**config.mk**
```make
export PLATFORM = sky130hd
export DESIGN_NAME = arp_ctrl_flat
export DESIGN_NICKNAME = d
export VERILOG_FILES = /design/src/rtl/arp_ctrl_if.sv /design/src/rtl/arp_ctrl.sv /design/src/flat_wrapper.sv
export SDC_FILE = /design/constraint.sdc
export NUM_CORES = 1
export LEC_CHECK = 0
export CORE_UTILIZATION = 34
export DETAILED_ROUTE_END_ITERATION = 10
export SETUP_SLACK_MARGIN = 0.4
export SYNTH_ARGS = -nofsm -noshare
export SYNTH_HDL_FRONTEND = slang
export SYNTH_SLANG_ARGS = --single-unit
```
**constraint.sdc**
```tcl
create_clock -name gmii_rx_clk -period 5.14 [get_ports gmii_rx_clk]
set_clock_uncertainty 0.2 [all_clocks]
set_input_delay 0.771 -clock gmii_rx_clk [delete_from_list [all_inputs] [get_ports gmii_rx_clk]]
set_output_delay 0.771 -clock gmii_rx_clk [all_outputs]
set_load 0.05 [all_outputs]
```
**src/rtl/arp_ctrl_if.sv**
```systemverilog
// rtl/arp_ctrl_if.sv - ARP controller bus: rx parser events, user resolve, transmitter handshake, peer cache

interface arp_ctrl_if;
    logic        rx_valid;
    logic        rx_is_reply;
    logic [47:0] rx_src_mac;
    logic [31:0] rx_src_ip;
    logic        user_req;
    logic [31:0] user_req_ip;
    logic        tx_start;
    logic        tx_is_reply;
    logic [47:0] tx_des_mac;
    logic [31:0] tx_des_ip;
    logic        tx_busy;
    logic        tx_done;
    logic [47:0] peer_mac;
    logic [31:0] peer_ip;
    logic        peer_valid;
    logic        resolve_fail;

    modport master (
        input  rx_valid, rx_is_reply, rx_src_mac, rx_src_ip,
        input  user_req, user_req_ip,
        input  tx_busy, tx_done,
        output tx_start, tx_is_reply, tx_des_mac, tx_des_ip,
        output peer_mac, peer_ip, peer_valid, resolve_fail
    );

    modport slave (
        output rx_valid, rx_is_reply, rx_src_mac, rx_src_ip,
        output user_req, user_req_ip,
        output tx_busy, tx_done,
        input  tx_start, tx_is_reply, tx_des_mac, tx_des_ip,
        input  peer_mac, peer_ip, peer_valid, resolve_fail
    );
endinterface

```
**src/rtl/arp_ctrl.sv**
```systemverilog
// rtl/arp_ctrl.sv - ARP transmit sequencer, single-entry peer cache and request timeout/retry
// Optional: ARP_GRATUITOUS_EN sends one gratuitous request right after reset release.

module arp_ctrl #(
    parameter logic [31:0] BOARD_IP       = 32'h0,
    parameter logic [47:0] DES_MAC        = 48'h2c_f0_5d_32_f1_07,
    parameter logic [31:0] DES_IP         = 32'h0,
    parameter int unsigned REFRESH_CYCLES = 125_000_000,
    parameter int unsigned REPLY_TIMEOUT  = 12_500_000,
    parameter int unsigned MAX_RETRY      = 3
) (
    input  logic        gmii_rx_clk,
    input  logic        rstn,
    arp_ctrl_if.master  ctrl_io
);

    localparam logic [47:0] BCAST_MAC = 48'hff_ff_ff_ff_ff_ff;
    localparam int RW = (REFRESH_CYCLES > 1) ? $clog2(REFRESH_CYCLES) : 1;
    localparam int TW = (REPLY_TIMEOUT > 0) ? $clog2(REPLY_TIMEOUT + 1) : 1;
    localparam int CW = (MAX_RETRY > 0) ? $clog2(MAX_RETRY + 1) : 1;

`ifdef ARP_GRATUITOUS_EN
    localparam logic GRAT_INIT = 1'b1;
`else
    localparam logic GRAT_INIT = 1'b0;
`endif

    typedef enum logic [1:0] {S_IDLE, S_SEND, S_WAIT_DONE, S_WAIT_REPLY} state_t;
    typedef enum logic [1:0] {K_REPLY, K_REQUEST, K_GRAT} kind_t;

    state_t      state_q;
    kind_t       kind_q;
    logic        grat_q;
    logic        rep_pend_q;
    logic [47:0] rep_mac_q;
    logic [31:0] rep_ip_q;
    logic        usr_pend_q;
    logic [31:0] usr_ip_q;
    logic        ref_pend_q;
    logic [RW-1:0] ref_cnt_q;
    logic [RW-1:0] ref_cnt_d;
    logic        req_out_q;
    logic [31:0] tgt_ip_q;
    logic [TW-1:0] tmo_q;
    logic [CW-1:0] retry_q;
    logic        tx_start_q;
    logic        tx_is_reply_q;
    logic [47:0] tx_des_mac_q;
    logic [31:0] tx_des_ip_q;
    logic [47:0] peer_mac_q;
    logic [31:0] peer_ip_q;
    logic        peer_valid_q;
    logic        resolve_fail_q;

    logic rx_req;
    logic rx_match;
    logic ref_hit;

    assign rx_req   = ctrl_io.rx_valid && !ctrl_io.rx_is_reply;
    assign rx_match = ctrl_io.rx_valid && ctrl_io.rx_is_reply && req_out_q &&
                      (ctrl_io.rx_src_ip == tgt_ip_q) && (ctrl_io.rx_src_ip != BOARD_IP);
    assign ref_hit  = (ref_cnt_q == RW'(REFRESH_CYCLES - 1));

    always_comb begin
        ref_cnt_d = ref_hit ? '0 : ref_cnt_q + RW'(1);
    end

    always_ff @(posedge gmii_rx_clk or negedge rstn) begin
        if (!rstn) begin
            state_q        <= S_IDLE;
            kind_q         <= K_REPLY;
            grat_q         <= GRAT_INIT;
            rep_pend_q     <= 1'b0;
            rep_mac_q      <= '0;
            rep_ip_q       <= '0;
            usr_pend_q     <= 1'b0;
            usr_ip_q       <= '0;
            ref_pend_q     <= 1'b0;
            ref_cnt_q      <= '0;
            req_out_q      <= 1'b0;
            tgt_ip_q       <= '0;
            tmo_q          <= '0;
            retry_q        <= '0;
            tx_start_q     <= 1'b0;
            tx_is_reply_q  <= 1'b0;
            tx_des_mac_q   <= '0;
            tx_des_ip_q    <= '0;
            peer_mac_q     <= DES_MAC;
            peer_ip_q      <= DES_IP;
            peer_valid_q   <= 1'b0;
            resolve_fail_q <= 1'b0;
        end else begin
            resolve_fail_q <= 1'b0;
            ref_cnt_q      <= ref_cnt_d;
            if (req_out_q && tmo_q != '0)
                tmo_q <= tmo_q - TW'(1);

            case (state_q)
                S_IDLE: begin
                    if (!ctrl_io.tx_busy) begin
                        if (grat_q) begin
                            grat_q        <= 1'b0;
                            kind_q        <= K_GRAT;
                            tx_is_reply_q <= 1'b0;
                            tx_des_mac_q  <= BCAST_MAC;
                            tx_des_ip_q   <= BOARD_IP;
                            tx_start_q    <= 1'b1;
                            state_q       <= S_SEND;
                        end else if (rep_pend_q) begin
                            rep_pend_q    <= 1'b0;
                            kind_q        <= K_REPLY;
                            tx_is_reply_q <= 1'b1;
                            tx_des_mac_q  <= rep_mac_q;
                            tx_des_ip_q   <= rep_ip_q;
                            tx_start_q    <= 1'b1;
                            state_q       <= S_SEND;
                        end else if (usr_pend_q) begin
                            usr_pend_q    <= 1'b0;
                            kind_q        <= K_REQUEST;
                            tgt_ip_q      <= usr_ip_q;
                            retry_q       <= '0;
                            tx_is_reply_q <= 1'b0;
                            tx_des_mac_q  <= BCAST_MAC;
                            tx_des_ip_q   <= usr_ip_q;
                            tx_start_q    <= 1'b1;
                            state_q       <= S_SEND;
                        end else if (ref_pend_q) begin
                            ref_pend_q    <= 1'b0;
                            kind_q        <= K_REQUEST;
                            tgt_ip_q      <= peer_ip_q;
                            retry_q       <= '0;
                            tx_is_reply_q <= 1'b0;
                            tx_des_mac_q  <= BCAST_MAC;
                            tx_des_ip_q   <= peer_ip_q;
                            tx_start_q    <= 1'b1;
                            state_q       <= S_SEND;
                        end
                    end
                end
                // tx_start is armed only when the transmitter was seen idle
                S_SEND: begin
                    if (tx_start_q) begin
                        tx_start_q <= 1'b0;
                        state_q    <= S_WAIT_DONE;
                    end else if (!ctrl_io.tx_busy) begin
                        tx_start_q <= 1'b1;
                    end
                end
                S_WAIT_DONE: begin
                    if (ctrl_io.tx_done) begin
                        case (kind_q)
                            K_REQUEST: begin
                                req_out_q <= 1'b1;
                                tmo_q     <= TW'(REPLY_TIMEOUT);
                                state_q   <= S_WAIT_REPLY;
                            end
                            K_REPLY:  state_q <= req_out_q ? S_WAIT_REPLY : S_IDLE;
                            default:  state_q <= S_IDLE;
                        endcase
                    end
                end
                S_WAIT_REPLY: begin
                    if (rx_match || !req_out_q) begin
                        state_q <= S_IDLE;
                    end else if (rep_pend_q) begin
                        rep_pend_q    <= 1'b0;
                        kind_q        <= K_REPLY;
                        tx_is_reply_q <= 1'b1;
                        tx_des_mac_q  <= rep_mac_q;
                        tx_des_ip_q   <= rep_ip_q;
                        tx_start_q    <= !ctrl_io.tx_busy;
                        state_q       <= S_SEND;
                    end else if (tmo_q == '0) begin
                        if (retry_q < CW'(MAX_RETRY)) begin
                            retry_q       <= retry_q + CW'(1);
                            kind_q        <= K_REQUEST;
                            tx_is_reply_q <= 1'b0;
                            tx_des_mac_q  <= BCAST_MAC;
                            tx_des_ip_q   <= tgt_ip_q;
                            tx_start_q    <= !ctrl_io.tx_busy;
                            state_q       <= S_SEND;
                        end else begin
                            resolve_fail_q <= 1'b1;
                            peer_valid_q   <= 1'b0;
                            req_out_q      <= 1'b0;
                            retry_q        <= '0;
                            state_q        <= S_IDLE;
                        end
                    end
                end
                default: state_q <= S_IDLE;
            endcase

            // Flag sets come after the FSM clears so a coincident event is never lost
            if (rx_req) begin
                rep_pend_q <= 1'b1;
                rep_mac_q  <= ctrl_io.rx_src_mac;
                rep_ip_q   <= ctrl_io.rx_src_ip;
            end
            if (ctrl_io.user_req) begin
                usr_pend_q <= 1'b1;
                usr_ip_q   <= ctrl_io.user_req_ip;
            end
            if (ref_hit && !req_out_q)
                ref_pend_q <= 1'b1;

            if (rx_req && ctrl_io.rx_src_ip != BOARD_IP) begin
                peer_mac_q   <= ctrl_io.rx_src_mac;
                peer_ip_q    <= ctrl_io.rx_src_ip;
                peer_valid_q <= 1'b1;
            end
            if (rx_match) begin
                peer_mac_q   <= ctrl_io.rx_src_mac;
                peer_ip_q    <= ctrl_io.rx_src_ip;
                peer_valid_q <= 1'b1;
                req_out_q    <= 1'b0;
                retry_q      <= '0;
            end
        end
    end

    assign ctrl_io.tx_start     = tx_start_q;
    assign ctrl_io.tx_is_reply  = tx_is_reply_q;
    assign ctrl_io.tx_des_mac   = tx_des_mac_q;
    assign ctrl_io.tx_des_ip    = tx_des_ip_q;
    assign ctrl_io.peer_mac     = peer_mac_q;
    assign ctrl_io.peer_ip      = peer_ip_q;
    assign ctrl_io.peer_valid   = peer_valid_q;
    assign ctrl_io.resolve_fail = resolve_fail_q;

endmodule

```
**src/flat_wrapper.sv**
```systemverilog
// flat-port wrapper written by rule: the top's interface ports become plain ports
module arp_ctrl_flat 
#(
    parameter logic [31:0] BOARD_IP       = 32'h0,
    parameter logic [47:0] DES_MAC        = 48'h2c_f0_5d_32_f1_07,
    parameter logic [31:0] DES_IP         = 32'h0,
    parameter int unsigned REFRESH_CYCLES = 125_000_000,
    parameter int unsigned REPLY_TIMEOUT  = 12_500_000,
    parameter int unsigned MAX_RETRY      = 3
)
  (gmii_rx_clk, rstn, ctrl_io_rx_valid, ctrl_io_rx_is_reply, ctrl_io_rx_src_mac, ctrl_io_rx_src_ip, ctrl_io_user_req, ctrl_io_user_req_ip, ctrl_io_tx_busy, ctrl_io_tx_done, ctrl_io_tx_start, ctrl_io_tx_is_reply, ctrl_io_tx_des_mac, ctrl_io_tx_des_ip, ctrl_io_peer_mac, ctrl_io_peer_ip, ctrl_io_peer_valid, ctrl_io_resolve_fail);
  arp_ctrl_if ctrl_io_i ();
  input  logic gmii_rx_clk;
  input  logic rstn;
  input wire logic [$bits(ctrl_io_i.rx_valid)-1:0] ctrl_io_rx_valid;
  input wire logic [$bits(ctrl_io_i.rx_is_reply)-1:0] ctrl_io_rx_is_reply;
  input wire logic [$bits(ctrl_io_i.rx_src_mac)-1:0] ctrl_io_rx_src_mac;
  input wire logic [$bits(ctrl_io_i.rx_src_ip)-1:0] ctrl_io_rx_src_ip;
  input wire logic [$bits(ctrl_io_i.user_req)-1:0] ctrl_io_user_req;
  input wire logic [$bits(ctrl_io_i.user_req_ip)-1:0] ctrl_io_user_req_ip;
  input wire logic [$bits(ctrl_io_i.tx_busy)-1:0] ctrl_io_tx_busy;
  input wire logic [$bits(ctrl_io_i.tx_done)-1:0] ctrl_io_tx_done;
  output wire logic [$bits(ctrl_io_i.tx_start)-1:0] ctrl_io_tx_start;
  output wire logic [$bits(ctrl_io_i.tx_is_reply)-1:0] ctrl_io_tx_is_reply;
  output wire logic [$bits(ctrl_io_i.tx_des_mac)-1:0] ctrl_io_tx_des_mac;
  output wire logic [$bits(ctrl_io_i.tx_des_ip)-1:0] ctrl_io_tx_des_ip;
  output wire logic [$bits(ctrl_io_i.peer_mac)-1:0] ctrl_io_peer_mac;
  output wire logic [$bits(ctrl_io_i.peer_ip)-1:0] ctrl_io_peer_ip;
  output wire logic [$bits(ctrl_io_i.peer_valid)-1:0] ctrl_io_peer_valid;
  output wire logic [$bits(ctrl_io_i.resolve_fail)-1:0] ctrl_io_resolve_fail;
  assign ctrl_io_i.rx_valid = ctrl_io_rx_valid;
  assign ctrl_io_i.rx_is_reply = ctrl_io_rx_is_reply;
  assign ctrl_io_i.rx_src_mac = ctrl_io_rx_src_mac;
  assign ctrl_io_i.rx_src_ip = ctrl_io_rx_src_ip;
  assign ctrl_io_i.user_req = ctrl_io_user_req;
  assign ctrl_io_i.user_req_ip = ctrl_io_user_req_ip;
  assign ctrl_io_i.tx_busy = ctrl_io_tx_busy;
  assign ctrl_io_i.tx_done = ctrl_io_tx_done;
  assign ctrl_io_tx_start = ctrl_io_i.tx_start;
  assign ctrl_io_tx_is_reply = ctrl_io_i.tx_is_reply;
  assign ctrl_io_tx_des_mac = ctrl_io_i.tx_des_mac;
  assign ctrl_io_tx_des_ip = ctrl_io_i.tx_des_ip;
  assign ctrl_io_peer_mac = ctrl_io_i.peer_mac;
  assign ctrl_io_peer_ip = ctrl_io_i.peer_ip;
  assign ctrl_io_peer_valid = ctrl_io_i.peer_valid;
  assign ctrl_io_resolve_fail = ctrl_io_i.resolve_fail;
  arp_ctrl #(.BOARD_IP(BOARD_IP), .DES_MAC(DES_MAC), .DES_IP(DES_IP), .REFRESH_CYCLES(REFRESH_CYCLES), .REPLY_TIMEOUT(REPLY_TIMEOUT), .MAX_RETRY(MAX_RETRY)) u_core (.gmii_rx_clk(gmii_rx_clk), .rstn(rstn), .ctrl_io(ctrl_io_i));
endmodule
```
==> results.ini <==
[sta]
hold_ws_ns = -0.00140
finalSetupViolations = 0
finalCriticalPeriod_ns = 3.77
hold_violations = 1
fmax_mhz = 265
tightest_slew_ns = 0.984
maxSlewHeadroom = 0.344
fin_setup_tns_ns = 0
fin_crit_sh = 0.734
rsz0062_at_grt = no
maxSlewViolCount = 0

[worst_setup_path]
timing.rr.end = u_core.ctrl_io.tx_des_ip[6]$_DFFE_PN0P_
rr_startpoint = u_core.tmo_q[2]$_DFF_PN0_
reg2reg_depth = 7
cp_slowest_stage_delay_ns = 0.65
crit_type = in -> reg
crit_path_end_kind = flop
cp_cell_sequence = clkdlybuf4s50_1 > nor4_1 > nand4_1 > o211ai_1 > nor3_1 > buf_4 > nand2b_4 > buf_12 > mux2_2
critPathLaunchType = primary input
rrSetupSlack_ns = 1.54
cp.required_ns = 5.37
cp.arrival_ns = 4.01
cp_max_fo = 42
slowest_stage = nor4_1

[grt]
antenna_found_initial = 4
grt_use_total = 0.184
grt_max_degree = 112
grt_pass1_wl_mm = 68.5
grt_pass1_vias = 11700
gr-total-overflow = 0

[placement]
dp.cells = 2107
hpwl_mm = 29.3
gp_congestion = 0.809
place.port_buffers = 282

[logic_synthesis]
synth_most_common_cell = dfrtp_1
synth_cell_type_count = 51
ys_ff_latch = 368
synth_edf_count = 0
synth_common_cells = 345 x dfrtp_1, 192 x mux2_2, 75 x nor2_1
synth.area.top_cells = dfrtp_1 54%, mux2_2 14%, mux2i_1 4.0%
synthFlopType = dfrtp_1
ys_warn_count = 0
synth_nets = 1396
yosys.area.top_type = dfrtp_1
synth_cells = 1269
mappedNetlistArea_mm2 = 0.0160
synth_area_per_cell_um2 = 12.6
synth_top_area_share = 0.541
async_flop_share = 1.00
seq_area_frac_synth = 0.579

[power_and_ir_drop]
p_int_mw = 7.30
combPwrFrac = 0.398
p_sw_mw = 4.79
power_frac_clock = 0.259
power.density_mw_per_mm2 = 579
power_mw = 12.1
pwr-share-seq = 0.343
leakage_nw = 8.87
vdd_ir_drop_max_mv = 0.370
swShare = 0.396

[min_path]
hp-class = in -> async

[layout]
nets = 1672
fin_cells = 2188
fill_cells = 4304
final_util = 0.449
regArea_mm2 = 0.00924
multi_input_area_mm2 = 0.00624
syn_to_final_growth_pct = 30.7
drive_gt1_frac = 0.198

[die]
die-width_um = 219
row_count = 79
dieArea_mm2 = 0.0478
die_h_um = 219
io_pins = 283
start_util = 0.344
core_area_mm2 = 0.0465

[route]
ant_nets = 0
finalWirelength_mm = 43.5
vias = 11100
drt_iter0_drc = 698
drt_pass1_iterations = 5
drc = 0
via_per_inst = 5.09
wl_per_cell_um = 19.9

[clocking]
clkLatencyLatePin_ns = 0.57
cts-root-buf = clkbuf_16
clock_sinks = 368
clk_path_buf_depth = 3
postCtsSetupRepairBufs = 0
cts_made_buffers = 43
cts_resized = 0
htreeDepth = 2
cts_tree = done
cts_hold_buf = 0
path_clk_slew_ns = 0.05

[run_status]
status = finished with violations
violations = negative hold slack

[job]
maxCapViolations = 0

cells in the final DEF, fill, tap and decap left out, drive strengths merged, types with 17 or more instances in the layout:
| cell | count |
|---|---|
| inv | 43 |
| dfstp | 23 |
| o22a | 48 |
| nand3 | 23 |
| nor2 | 75 |
| clkbuf | 62 |
| dfrtp | 345 |
| xnor2 | 27 |
| mux2 | 192 |
| buf | 18 |
| mux2i | 64 |
| nand2 | 58 |
| nand4 | 17 |
| nor3 | 22 |
| clkdlybuf4s50 | 280 |
| o211a | 32 |
| nor4 | 31 |
| xor2 | 50 |
| a21oi | 70 |
cell families (layout without fill, tap and decap cells):
kind of cell,count (synthesis),count (layout),synth area share
compound gates,187,187,0.0853
xor+xnor,77,77,0.0422
fa+ha+maj,8,8,0.00627
buf+inv,110,420,0.0324
flops,368,368,0.579
mux,256,256,0.176
other cells,0,2,0
simple gates,263,263,0.0795
critical path, delay by kind of cell:
family	cells	cell delay, ns
simple gates	4	1.49
compound gates	1	0.26
mux	1	0.31
buf+inv	3	1.13
how the worst max path moves through the flow:
stage                     startpoint                                      end  slack [ns]  depth (start not counted)
2_1_floorplan   ctrl_io_rx_src_ip[6]    u_core.ctrl_io.peer_ip[0]$_DFFE_PN0P_        1.91                          8
5_1_grt         ctrl_io_rx_src_ip[4]  u_core.ctrl_io.peer_mac[29]$_DFFE_PN0P_        1.27                          9
3_5_place_dp    ctrl_io_rx_src_ip[4]  u_core.ctrl_io.peer_mac[34]$_DFFE_PN0P_        0.83                          9
3_3_place_gp   ctrl_io_rx_src_ip[31]  u_core.ctrl_io.peer_mac[34]$_DFFE_PN0P_        0.73                          9
4_1_cts         ctrl_io_rx_src_ip[4]  u_core.ctrl_io.peer_mac[34]$_DFFE_PN0P_        1.42                          9
6_report        ctrl_io_rx_src_ip[4]  u_core.ctrl_io.peer_mac[34]$_DFFE_PN0P_        1.37                          9
layer usage:
layer | vias up | global-route usage | part of all wire
li1 | 5086 | - | -
met1 | 5655 | 0.247 | 0.44
met2 | 334 | 0.280 | 0.45
met3 | 65 | 0.0642 | 0.089
met4 | 2 | 0.0546 | 0.021
met5 | - | 0 | 0.00025
cell type report:
class	instances	area share
well taps	607	0.0364
clock buffers	62	0.0598
clock inverters	17	0.0104
diodes	2	0.000240
repair buffers	298	0.143
flip-flops and latches	368	0.443
inverters	43	0.00773
multi-input cells	791	0.299
power by group through the flow:
stage | Combinational, mW | Clock [mW] | Sequential (mW)
floorplan | 2.34 | 0 | 5.18
global placement | 4.80 | 0 | 4.17
detailed placement | 4.86 | 0 | 4.20
CTS | 4.87 | 3.23 | 4.15
global route | 5.18 | 3.34 | 4.25
finish | 4.81 | 3.13 | 4.15
sequential cells by signal, summed over array words and instances (netlist names), 2 cells and up:
name and flops:
u_core.ctrl_io.tx_des_ip 32, u_core.usr_ip_q 32, u_core.tmo_q 24, u_core.ref_cnt_q 27, u_core.ctrl_io.peer_mac 48, u_core.state_q 2, u_core.rep_ip_q 32, u_core.ctrl_io.tx_des_mac 48
u_core.ctrl_io.peer_ip 32, u_core.tgt_ip_q 32, u_core.retry_q 2, u_core.rep_mac_q 48
metrics by stage:
step / worst slack, ns / hold slack, ns / cell area [µm²]
6_report: 1.37 / -0.00140 / 20900
5_1_grt: 1.27 / 0.0906 / 20900
4_1_cts: 1.42 / 0.0737 / 20900
3_5_place_dp: 0.826 / 0.272 / 19400
3_3_place_gp: 0.725 / 0.261 / 19400
2_1_floorplan: 1.91 / 0.248 / 16000
(Power assumes the default switching activity.)
